File: config.mk
export PLATFORM = sky130hd
export DESIGN_NAME = emu_ckpt_ctrl
export DESIGN_NICKNAME = d
export VERILOG_FILES = /design/src/rtl/emu_ckpt_ctrl.sv
export SDC_FILE = /design/constraint.sdc
export NUM_CORES = 1
export LEC_CHECK = 0
export ABC_AREA = 1
export BUFFER_PORTS_ARGS = -buffer_cell sky130_fd_sc_hd__buf_2
export CAP_MARGIN = 5
export CORE_AREA = 2 2 156 158
export DETAILED_ROUTE_END_ITERATION = 8
export DIE_AREA = 0 0 158 160
export RECOVER_POWER = 25
export SYNTH_ARGS = -nofsm -noshare
export SYNTH_HDL_FRONTEND = slang
export SYNTH_SLANG_ARGS = --single-unit
File: constraint.sdc
create_clock -name host_clk -period 3 [get_ports host_clk]
set_input_delay 0.45 -clock host_clk [delete_from_list [all_inputs] [get_ports host_clk]]
set_output_delay 0.45 -clock host_clk [all_outputs]
set_load 0.005 [all_outputs]
File: src/rtl/emu_ckpt_ctrl.sv
// Checkpoint sequencer: pauses the target, streams the FF chain then the RAM chain
// over 64-bit valid/ready ports (dump or load), then resumes. Option: EMU_CKPT_ABORT_EN.
module emu_ckpt_ctrl #(
  parameter int DATA_WIDTH = 64,
  parameter int FF_WORDS   = 4,
  parameter int MEM_WORDS  = 16,
  parameter int RAM_PRIME  = 2,
  parameter int RAM_FLUSH  = 1
) (
  input  logic                  host_clk,
  input  logic                  host_rstn,
  input  logic                  cmd_valid,
  output logic                  cmd_ready,
  input  logic                  cmd_dir,
  output logic                  done,
  output logic                  busy,
  output logic                  out_valid,
  input  logic                  out_ready,
  output logic [DATA_WIDTH-1:0] out_data,
  input  logic                  in_valid,
  output logic                  in_ready,
  input  logic [DATA_WIDTH-1:0] in_data,
  output logic                  run_mode,
  output logic                  scan_mode,
  output logic                  ff_se,
  output logic                  ff_dir,
  output logic [DATA_WIDTH-1:0] ff_di,
  input  logic [DATA_WIDTH-1:0] ff_do,
  output logic                  ram_sr,
  output logic                  ram_se,
  output logic                  ram_sd,
  output logic [DATA_WIDTH-1:0] ram_di,
  input  logic [DATA_WIDTH-1:0] ram_do
`ifdef EMU_CKPT_ABORT_EN
  ,
  input  logic                  abort,
  output logic                  aborted
`endif
);

  localparam int MAXW = (FF_WORDS > MEM_WORDS) ? FF_WORDS : MEM_WORDS;
  localparam int CW   = $clog2(MAXW) + 1;
  localparam int PMAX = (RAM_PRIME > RAM_FLUSH) ? RAM_PRIME : RAM_FLUSH;
  localparam int PW   = $clog2(PMAX + 1) + 1;

  localparam logic [CW-1:0] FF_LAST    = CW'(FF_WORDS - 1);
  localparam logic [CW-1:0] MEM_LAST   = CW'(MEM_WORDS - 1);
  localparam logic [PW-1:0] PRIME_LAST = PW'((RAM_PRIME > 0) ? RAM_PRIME - 1 : 0);
  localparam logic [PW-1:0] FLUSH_LAST = PW'((RAM_FLUSH > 0) ? RAM_FLUSH - 1 : 0);

  typedef enum logic [3:0] {
    S_IDLE, S_PAUSE, S_SCAN_ON, S_RAM_RST, S_FF_XFER,
    S_RAM_PRIME, S_RAM_XFER, S_RAM_FLUSH, S_SCAN_OFF, S_RESUME
  } state_t;

  state_t                  state, nxt;
  logic                    dir;
  logic [CW-1:0]           cnt;
  logic [PW-1:0]           pcnt;
  logic [DATA_WIDTH-1:0]   last_word;
  logic                    xfer;
  logic                    abort_hit;

`ifdef EMU_CKPT_ABORT_EN
  assign abort_hit = abort && (state inside {S_PAUSE, S_SCAN_ON, S_RAM_RST, S_FF_XFER,
                                             S_RAM_PRIME, S_RAM_XFER, S_RAM_FLUSH});
`else
  assign abort_hit = 1'b0;
`endif

  always_comb begin
    nxt       = state;
    cmd_ready = 1'b0;
    busy      = (state != S_IDLE);
    run_mode  = 1'b0;
    scan_mode = 1'b0;
    out_valid = 1'b0;
    out_data  = '0;
    in_ready  = 1'b0;
    ff_se     = 1'b0;
    ff_dir    = 1'b0;
    ff_di     = '0;
    ram_sr    = 1'b0;
    ram_se    = 1'b0;
    ram_sd    = 1'b0;
    ram_di    = '0;
    xfer      = 1'b0;
    case (state)
      S_IDLE: begin
        run_mode  = 1'b1;
        cmd_ready = host_rstn;
        if (cmd_valid) nxt = S_PAUSE;
      end
      S_PAUSE:   nxt = S_SCAN_ON;
      S_SCAN_ON: begin
        scan_mode = 1'b1;
        nxt       = S_RAM_RST;
      end
      S_RAM_RST: begin
        scan_mode = 1'b1;
        ram_sr    = 1'b1;
        nxt       = S_FF_XFER;
      end
      S_FF_XFER: begin
        scan_mode = 1'b1;
        ff_dir    = dir;
        if (!dir) begin
          out_valid = 1'b1;
          out_data  = ff_do;
          xfer      = out_ready;
        end else begin
          in_ready = 1'b1;
          ff_di    = in_data;
          xfer     = in_valid;
        end
        ff_se = xfer;
        if (xfer && cnt == FF_LAST)
          nxt = (!dir && RAM_PRIME > 0) ? S_RAM_PRIME : S_RAM_XFER;
      end
      S_RAM_PRIME: begin
        scan_mode = 1'b1;
        ram_se    = 1'b1;
        if (pcnt == PRIME_LAST) nxt = S_RAM_XFER;
      end
      S_RAM_XFER: begin
        scan_mode = 1'b1;
        ram_sd    = dir;
        if (!dir) begin
          out_valid = 1'b1;
          out_data  = ram_do;
          xfer      = out_ready;
        end else begin
          in_ready = 1'b1;
          ram_di   = in_data;
          xfer     = in_valid;
        end
        ram_se = xfer;
        if (xfer && cnt == MEM_LAST)
          nxt = (dir && RAM_FLUSH > 0) ? S_RAM_FLUSH : S_SCAN_OFF;
      end
      S_RAM_FLUSH: begin
        scan_mode = 1'b1;
        ram_se    = 1'b1;
        ram_sd    = 1'b1;
        ram_di    = last_word;
        if (pcnt == FLUSH_LAST) nxt = S_SCAN_OFF;
      end
      S_SCAN_OFF: nxt = S_RESUME;
      S_RESUME: begin
        run_mode = 1'b1;
        nxt      = S_IDLE;
      end
      default: nxt = S_IDLE;
    endcase
    // An abort silences every chain strobe and stream handshake in the cycle it is seen.
    if (abort_hit) begin
      nxt       = S_SCAN_OFF;
      xfer      = 1'b0;
      ff_se     = 1'b0;
      ram_se    = 1'b0;
      ram_sr    = 1'b0;
      out_valid = 1'b0;
      in_ready  = 1'b0;
    end
  end

  always_ff @(posedge host_clk) begin
    if (!host_rstn) begin
      state     <= S_IDLE;
      dir       <= 1'b0;
      cnt       <= '0;
      pcnt      <= '0;
      last_word <= '0;
      done      <= 1'b0;
    end else begin
      state <= nxt;
      done  <= (state == S_RESUME);
      if (state == S_IDLE && cmd_valid) dir <= cmd_dir;
      if (nxt != state)  cnt <= '0;
      else if (xfer)     cnt <= cnt + CW'(1);
      if (nxt != state)  pcnt <= '0;
      else if (state == S_RAM_PRIME || state == S_RAM_FLUSH) pcnt <= pcnt + PW'(1);
      // Flush cycles keep presenting the final load word to the RAM chain.
      if (state == S_RAM_XFER && dir && xfer) last_word <= in_data;
    end
  end

`ifdef EMU_CKPT_ABORT_EN
  always_ff @(posedge host_clk) begin
    if (!host_rstn)                        aborted <= 1'b0;
    else if (state == S_IDLE && cmd_valid) aborted <= 1'b0;
    else if (abort_hit)                    aborted <= 1'b1;
  end
`endif

endmodule

# After elaboration in Yosys (flattened, before gate mapping)
# Cells that the tools add are included.
[word_totals]
regBits = 78
out_inout_bits = 204
wordCells = 66
[op_classes]
n_addsub = 2
eq_ne = 13
n_mux = 30
bitwise = 1
reduce_logical = 14
[ops]
columns = ["cell", "count"]
rows = [
  ["64-bit 2-to-1 mux", 4],
  ["64-bit one-hot mux with 2 select lines", 2],
  ["4-bit one-hot mux with 9 select lines", 1],
  ["4-bit 2-to-1 mux", 6],
  ["4-bit by 3-bit equality test with 1-bit output, second input constant", 4],
  ["1-bit 2-to-1 mux", 13],
  ["4-bit by 2-bit equality test with 1-bit output, second input constant", 2],
  ["4-bit equality test, second input constant", 2],
  ["2-bit OR reduction", 4],
  ["1-bit one-hot mux with 2 select lines", 3],
  ["6-bit OR reduction", 1],
  ["5-bit by 1-bit adder with 5-bit output, second input constant", 1],
  ["5-bit by 2-bit equality test with 1-bit output, second input constant", 1],
  ["5-bit by 4-bit equality test with 1-bit output, second input constant", 1],
  ["1-bit logical AND", 5],
  ["4-bit by 1-bit equality test with 1-bit output, second input constant", 1],
  ["4-bit zero test", 1],
  ["4-bit inequality test", 1],
  ["4-bit nonzero test", 1],
  ["3-bit by 1-bit adder with 3-bit output, second input constant", 1],
  ["3-bit by 1-bit equality test with 1-bit output, second input constant", 1],
  ["3-bit zero test", 1],
  ["2-bit 2-to-1 mux", 1],
  ["1-bit logical OR", 1],
  ["1-bit inverter", 1],
]

# Longest topological paths before layout
# Gate-level depths: netlist of the first run.
[logic_depth]
word_depth = 7
ltp_mapped = 13

# Least setup slack after synthesis of the first run
# No wires, ideal clock.
[synth_path]
kind = "register to output"
startpoint = "register state[3]"
endpoint = "output ram_di[14]"
t_arrival_ns = 1.395
required_ns = 2.550
slack_ns = 1.155
path_stages_with_launch = 11
path_cell_list = "dfxtp_1 buf_2 inv_2 nand2_2 nor2_4 inv_2 nor2_4 inv_2 buf_2 clkbuf_1 o21ai_0"
[synth_between]
elab_chain_len = 2
elab_cells_between_ends = 3
cone_classes = "2 x eq/ne; 1 x mux"
[synth_lines]
columns = ["item", "line_no", "source"]
rows = [
  ["from (decl)", "56", "state_t state, nxt;"],
  ["from (signal assigned)", "176", "state <= nxt;"],
  ["4-bit by 3-bit equality test with 1-bit output", "88", "case (state)"],
  ["64-bit one-hot mux with 2 select lines (*)", "88", ""],
  ["to (decl)", "32", "output logic [DATA_WIDTH-1:0] ram_di,"],
]
# Mark *: on every way between the ends. The rest lies on a longest branch, timed or not.

# Final worst setup path of the first run
[layout_path]
startpoint = "register state[0]"
endpoint = "output out_data[0]"
[layout_between]
elab_chain_len = 2
elab_cells_between_ends = 3
cone_classes = "2 x eq/ne; 1 x mux"
[layout_lines]
columns = ["item", "line_no", "source"]
rows = [
  ["4-bit by 3-bit equality test with 1-bit output", "88", ""],
  ["64-bit one-hot mux with 2 select lines (*)", "88", ""],
  ["to (decl)", "19", "output logic [DATA_WIDTH-1:0] out_data,"],
]
# Marked as above.

==> summary.md, run 1 <==
| Metric | Value |
|---|---|
| Outcome | `complete, no violations` |
| Critical path required time | `around 2600 ps` |
| Die width | `around 160 microns` |
| Sequential share of the synthesized area | `between 30% and 40%` |
| Clk_lat worst skew | `340 ps` |
| Skew final | `a little over 8 ps` |
| Final setup margin | `between 200 and 250 ps` |
| Synth Instances | `between 700 and 800` |
| Final hold vios | `0` |
| Yosys reg bits | `a little under 80` |
| Drt pass-1 iters | `5` |
| Cell family with most CP delay | `buffers and inverters` |
| Post-cts sizing count | `0` |
| Reg power frac | `about 39%` |
| Total Routing Usage GR | `15.28%` |
| VDD IR max | `~280 uV` |
| Fillers | `~2600` |
| Clk slew on worst S/H paths | `about 60 ps` |
| CP peak stage delay | `roughly 540 ps` |
| WL per Instance | `about 15 microns` |
| Crit-path cells | `inv_1, nand2_1, nor2_4, buf_4, a32o_1, buf_2` |
| RSZ-0062 raised after global routing | `false` |
| Vias in the first global route | `between 5000 and 6000` |
| Leak | `approximately 0.0040 uW` |
| Layout Cells excl Fill | `around 1400` |
| Inst Count DP | `between 1000 and 1500` |
| Sinks on the clock net | `a little under 80` |
| Routing usage on met1 | `21.66%` |
| Via-per-instance ratio | `between 4 and 5` |
| CTS tree | `yes` |
| Slowest library cell on the worst path | `buf_4` |
| CTS buffer count | `9` |
| Largest area contributor in the netlist | `dfxtp_1` |
| Kind of critical path | `flop to primary output` |
| Gpl congestion | `0.8404` |
| Total congestion overflow | `0` |
| Buffers on Ports | `about 400` |
| Fin util | `about a third` |
| Post-synth EDFFs | `0` |
| Initial antenna violation count | `4` |
| Final net count | `~1300` |
| Share of layout cells above drive strength 1 | `between 40% and 50%` |
| Crit path arrival time | `roughly 2300 ps` |
| Full die area | `25280 sq um` |
| Sw Pwr | `758.0 uW` |
| CTS H-tree lvls | `3` |
| Max Clock Freq | `around 360 MHz` |
| Worst min path class | `input port to flop` |
| Internal | `roughly 2000 uW` |
| Core area | `around 24000 sq um` |
| Synth top area share | `a little under a third` |
| Worst-Margin Slew | `between 600 and 700 ps` |
| Final count of negative-setup-slack endpoints | `0` |
| Chip Height | `160 microns` |
| Slew HR | `between 50% and 60%` |
| Buf/Inv on CP | `3` |
| Diode count | `0` |
| Comb pwr share | `between 10% and 20%` |
| Met3 Use GR | `3.826%` |
| First-pass GRT wire length | `just over 30000 microns` |
| DR vias | `roughly 6400` |
| CTS hold repair buffers | `0` |
| Area Overhead vs Synth | `51.81%` |
| Yosys warnings | `0` |
| Deepest clock path buffer count | `2` |
| Starting Density | `between 20% and 30%` |
| Cell Area, Synth | `between 4000 and 5000 sq um` |
| Crit end category | `primary output` |
| Top post-synthesis cells by area | `dfxtp_1 (32%), a32o_1 (13%), o21ai_1 (7.0%), nor2_1 (6.9%), a21oi_1 (6.9%)` |
| Synth Area per Inst | `6.805 sq um` |
| Asr flop ratio synth | `0%` |
| Post CTS Setup Buffer Count | `0` |
| Syn nets | `approximately 930` |
| Final min period | `between 2000 and 3000 ps` |
| Routed wire length | `between 20000 and 25000 microns` |
| P per Cell Area | `roughly 370 nW/um^2` |
| Commonest non-fill, non-tap cell in the layout | `buf_2` |
| R2R Setup Slk | `between 300 and 400 ps` |
| CP Launch Type | `flop` |
| Worst slack, placed | `roughly 630 ps` |
| Setup TNS | `0 ps` |
| GRT Max-Usage Layer | `met2` |
| Io pins | `approximately 400` |
| PnR Total Power | `about 2700 uW` |
| Cell variety after synth | `31` |
| Commonest non-fill, non-tap cells in the layout | `buf_2 (391), o21ai_0 (100), nor2_1 (91)` |
| Global Route met2 Usage | `23.40%` |
| DRC Markers | `0` |
| Final period utilization | `just over 90%` |
| Final antenna-violating net count | `0` |
| Clk root buf | `clkbuf_16` |
| Post-DP HPWL | `roughly 16000 microns` |
| Crit Path Max Fanout | `65` |
| Clock Power Share | `43.6%` |
| Switching share of power | `27.57%` |
| Max-cap viol count | `0` |
| Largest net degree at the start of global routing | `between 90 and 100` |
| Main synth FF type | `dfxtp_1` |
| Drt initial violations | `a little under 500` |
| Final Slew Violations | `0` |
| Num rows | `57` |
## cell usage after synthesis, types with 7 or more instances
cell / number
inv_1: 81
nor2_1: 91
a32o_1: 64
buf_2: 25
o21ai_0: 67
nand2_1: 87
a21oi_1: 68
o21ai_1: 69
buf_6: 7
clkbuf_1: 29
inv_2: 8
dfxtp_1: 78
nand3_1: 13
## area by class of cell
cell class / count / area (sq um) / area share [%]
clock buffers: 11 / 242.7 / 3.250
clock inverters: 5 / 81.33 / 1.089
inverters: 90 / 342.8 / 4.590
multi-input cells: 492 / 2695 / 36.09
flip-flops and latches: 78 / 1562 / 20.91
well taps: 324 / 405.4 / 5.428
repair buffers: 415 / 2140 / 28.65
## path summary, 6_finish.rpt
| check | cells after the start | startpoint | to |
|---|---|---|---|
| worst max register to register | 10 | dir$_SDFFE_PN0P_ | last_word[44]$_SDFFE_PN0P_ |
| worst max-delay path | 6 | state[0]$_SDFF_PN0_ | out_data[0] |
| worst min-delay path | 3 | in_data[6] | last_word[6]$_SDFFE_PN0P_ |
| worst min register to register | 2 | last_word[54]$_SDFFE_PN0P_ | last_word[54]$_SDFFE_PN0P_ |
## sequential cells by signal, summed over array words and instances (netlist names)
name / cells
cnt: 5
done: 1
last_word: 64
state: 4
pcnt: 3
dir: 1
## metal layers
layer	part of all wire [%]	vias to the layer above
li1	-	3199
met3	7.9	16
met4	0.80	6
met1	46	2868
met2	45	270
met5	0.20	-
## per-stage QoR
| stage | area, sq um | hold WS (ps) |
|---|---|---|
| 6_report | 7468 | 369.8 |
| 3_5_place_dp | 7177 | 510.5 |
| 4_1_cts | 7501 | 347.9 |
| 3_3_place_gp | 7177 | 508.3 |
| 2_1_floorplan | 4920 | 489.5 |
| 5_1_grt | 7468 | 371.7 |
## kinds of logic after synthesis
| logic type | count (synthesis) | synth area share, % |
|---|---|---|
| AOI/OAI and AO/OA | 271 | 34.18 |
| and+or+nand+nor | 209 | 18.06 |
| buffers and inverters | 153 | 13.43 |
| DFF | 78 | 31.74 |
| xor gates and xnor gates | 5 | 0.8901 |
| adders and majority gates | 5 | 1.272 |
| muxes | 2 | 0.4323 |
## power groups by stage
stage               clock, uW  sequential [uW]  combinational [uW]
floorplan                   0             1080                 249
global placement            0             1090                 489
detailed placement          0             1090                 493
CTS                      1250             1060                 496
global route             1290             1060                 538
finish                   1200             1060                 488
## tightest hold or removal path: cells and delay by family
kind | cells | cell delay (ps)
buffers and inverters | 2 | 120
AO/OA/AOI/OAI | 1 | 110
Note: power is estimated with default switching activity, not from simulation.
==> run 2, diff against run 1 <==
--- a/config.mk
+++ b/config.mk
@@ -8,9 +8,10 @@
 export ABC_AREA = 1
 export BUFFER_PORTS_ARGS = -buffer_cell sky130_fd_sc_hd__buf_2
 export CAP_MARGIN = 5
-export CORE_AREA = 2 2 156 158
+export CORE_AREA = 2 2 154 156
+export CTS_BUF_LIST = sky130_fd_sc_hd__clkbuf_4
 export DETAILED_ROUTE_END_ITERATION = 8
-export DIE_AREA = 0 0 158 160
+export DIE_AREA = 0 0 156 158
 export RECOVER_POWER = 25
 export SYNTH_ARGS = -nofsm -noshare
 export SYNTH_HDL_FRONTEND = slang
==> constraint.sdc (replaced) <==
create_clock -name host_clk -period 2.31 [get_ports host_clk]
set_input_delay 0.3465 -clock host_clk [delete_from_list [all_inputs] [get_ports host_clk]]
set_output_delay 0.3465 -clock host_clk [all_outputs]
set_load 0.005 [all_outputs]
==> summary.md, run 2 (synthesis gave the netlist of run 1 again) <==
| Metric | Value |
|---|---|
| First-pass GRT wire length | `around 33000 microns` |
| Vias in the first global route | `between 5000 and 6000` |
| Initial antenna violation count | `8` |
| VDD IR max | `about 160 uV` |
| Io pins | `402` |
| Setup TNS | `0 ps` |
| Crit path arrival time | `1940 ps` |
| Total congestion overflow | `0` |
| Largest net degree at the start of global routing | `83` |
| Final hold vios | `0` |
| Worst slack, placed | `roughly 190 ps` |
| Die width | `~160 microns` |
| Chip Height | `roughly 160 microns` |
| P per Cell Area | `approximately 370 nW/um^2` |
| Final instance area | `7970 sq um` |
| Cell family with most CP delay | `buffers and inverters` |
| RSZ-0062 raised after global routing | `true` |
| Crit end category | `primary output` |
| Final antenna-violating net count | `0` |
| Share of layout cells above drive strength 1 | `a little under half` |
| DRC Markers | `0` |
| Full die area | `approximately 25000 sq um` |
| Clk root buf | `clkbuf_4` |
| Slew HR | `73.81%` |
| Drt initial violations | `roughly 560` |
| Routed wire length | `24840 microns` |
| Commonest non-fill, non-tap cell in the layout | `buf_2` |
| CP peak stage delay | `380 ps` |
| WL per Instance | `between 15 and 20 microns` |
| Worst-Margin Slew | `approximately 390 ps` |
| DR vias | `between 6000 and 7000` |
| Area post-placement | `roughly 7100 sq um` |
| Final period utilization | `between 90% and 100%` |
| Deepest clock path buffer count | `2` |
| Crit-path cells | `inv_4, nand2_4, nor2_4, inv_2, nor2_4, buf_12, inv_4, clkbuf_16, o21ai_1, buf_2` |
| Sinks on the clock net | `between 70 and 80` |
| Core area | `around 23000 sq um` |
| Buf/Inv on CP | `6` |
| Buffers on Ports | `around 400` |
| CTS buffer count | `9` |
| Footprint of the multi-input gates | `between 2000 and 3000 sq um` |
| Max-cap viol count | `0` |
| Final Slew Violations | `0` |
| Leak | `0.004297 uW` |
| Worst min path class | `input port to flop` |
| CTS tree | `yes` |
| Largest register by flop count | `last_word` |
| Kind of critical path | `flop to primary output` |
| Post-DP HPWL | `around 17000 microns` |
| Inst Count DP | `1364` |
| Layout Cells excl Fill | `between 1000 and 1500` |
| Final net count | `~1300` |
| CP Launch Type | `flop` |
| Largest registers | `last_word: 64 flops, cnt: 5 flops, state: 4 flops` |
| Seq. cell area | `between 1500 and 2000 sq um` |
| Fillers | `2437` |
| PnR Total Power | `between 2000 and 3000 uW` |
| Clk slew on worst S/H paths | `roughly 150 ps` |
| CTS H-tree lvls | `3` |
| Num rows | `between 50 and 60` |
| Starting Density | `around a fifth` |
| Final min period | `2286 ps` |
| Skew final | `just over 20 ps` |
| Crit Path Max Fanout | `8` |
| Gpl congestion | `0.8867` |
| Via-per-instance ratio | `~4.8` |
| Slowest library cell on the worst path | `dfxtp_4` |
| Max Clock Freq | `about 440 MHz` |
| Drt pass-1 iters | `5` |
| Area Overhead vs Synth | `62.00%` |
| Total Routing Usage GR | `17.54%` |
| Final setup margin | `24.31 ps` |
| Critical path required time | `1960 ps` |
| Largest register FFs | `between 60 and 70` |
| Clk_lat worst skew | `~440 ps` |
| Final count of negative-setup-slack endpoints | `0` |
| Commonest non-fill, non-tap cells in the layout | `buf_2 (400), o21ai_1 (97), nor2_1 (89)` |
| Outcome | `complete, no violations` |
==> run 2: changes by cell type in the layout (fill, tap and decap cells not counted), sizes merged <==
cell / change
inv: +2
clkbuf: -7
diode: +2
buf: +39
clkinvlp: +1
bufinv: -2
clkinv: +3
==> run 2: metrics by stage <==
step,hold slack (ps),utilization [%]
4_1_cts,104.0,33.50
3_5_place_dp,507.0,30.96
2_1_floorplan,489.5,-
5_1_grt,137.4,34.56
3_3_place_gp,503.1,30.96
6_report,159.4,34.57
==> run 2: cell type report <==
cell class	count	area share, %
antenna	2	0.06279
inverter	90	4.474
multi-input combinational	492	34.96
timing repair buffer	448	34.44
clock inverter	6	0.5808
sequential	78	19.72
tap	290	4.553
clock buffer	10	0.9419
timing repair inverter	3	0.2669
==> run 2: path summary, 6_finish.rpt <==
kind | startpoint | end | slack [ps] | depth (start not counted)
worst max-delay path | state[3]$_SDFF_PN0_ | ram_di[11] | 20 | 10
worst min-delay path | in_data[29] | last_word[29]$_SDFFE_PN0P_ | 160 | 3
worst max register to register | cnt[0]$_SDFFE_PP0P_ | pcnt[0]$_SDFFE_PP0P_ | 290 | 12
worst min register to register | last_word[52]$_SDFFE_PN0P_ | last_word[52]$_SDFFE_PN0P_ | 520 | 2
==> run 2: layer usage <==
layer	part of all wire [%]	up-vias	GRT usage, %	wire length [microns]
li1	-	3281	-	-
met1	45	3086	25.40	11250
met2	43	371	25.37	10630
met3	10	31	4.325	2541
met4	1.6	6	5.461	393
met5	0.11	-	0	28
==> run 2: report_power, final <==
part	internal (uW)	switching, uW
clock network	239	531
registers	1360	18.1
logic	334	446
==> run 2: timing repair <==
action | in CTS | in global routing
gates resized for setup | 40 | 68
endpoints found under the setup margin | 193 | 188
pin swaps | 10 | 6
setup buffers | 16 | 7
cloned | 9 | 7
hold buffers | 0 | 0
==> run 2: worst reg2reg max path, cell delays in order (launching register included) <==
cell and delay (ps):
dfxtp_1 400, ha_1 200, nand2_1 70, nor2_1 100
ha_1 150, inv_1 60, nor2_1 210, nor2_2 90
nor2_1 190, a21oi_1 100, nor2_1 150, nand2_2 130
nor2_1 110
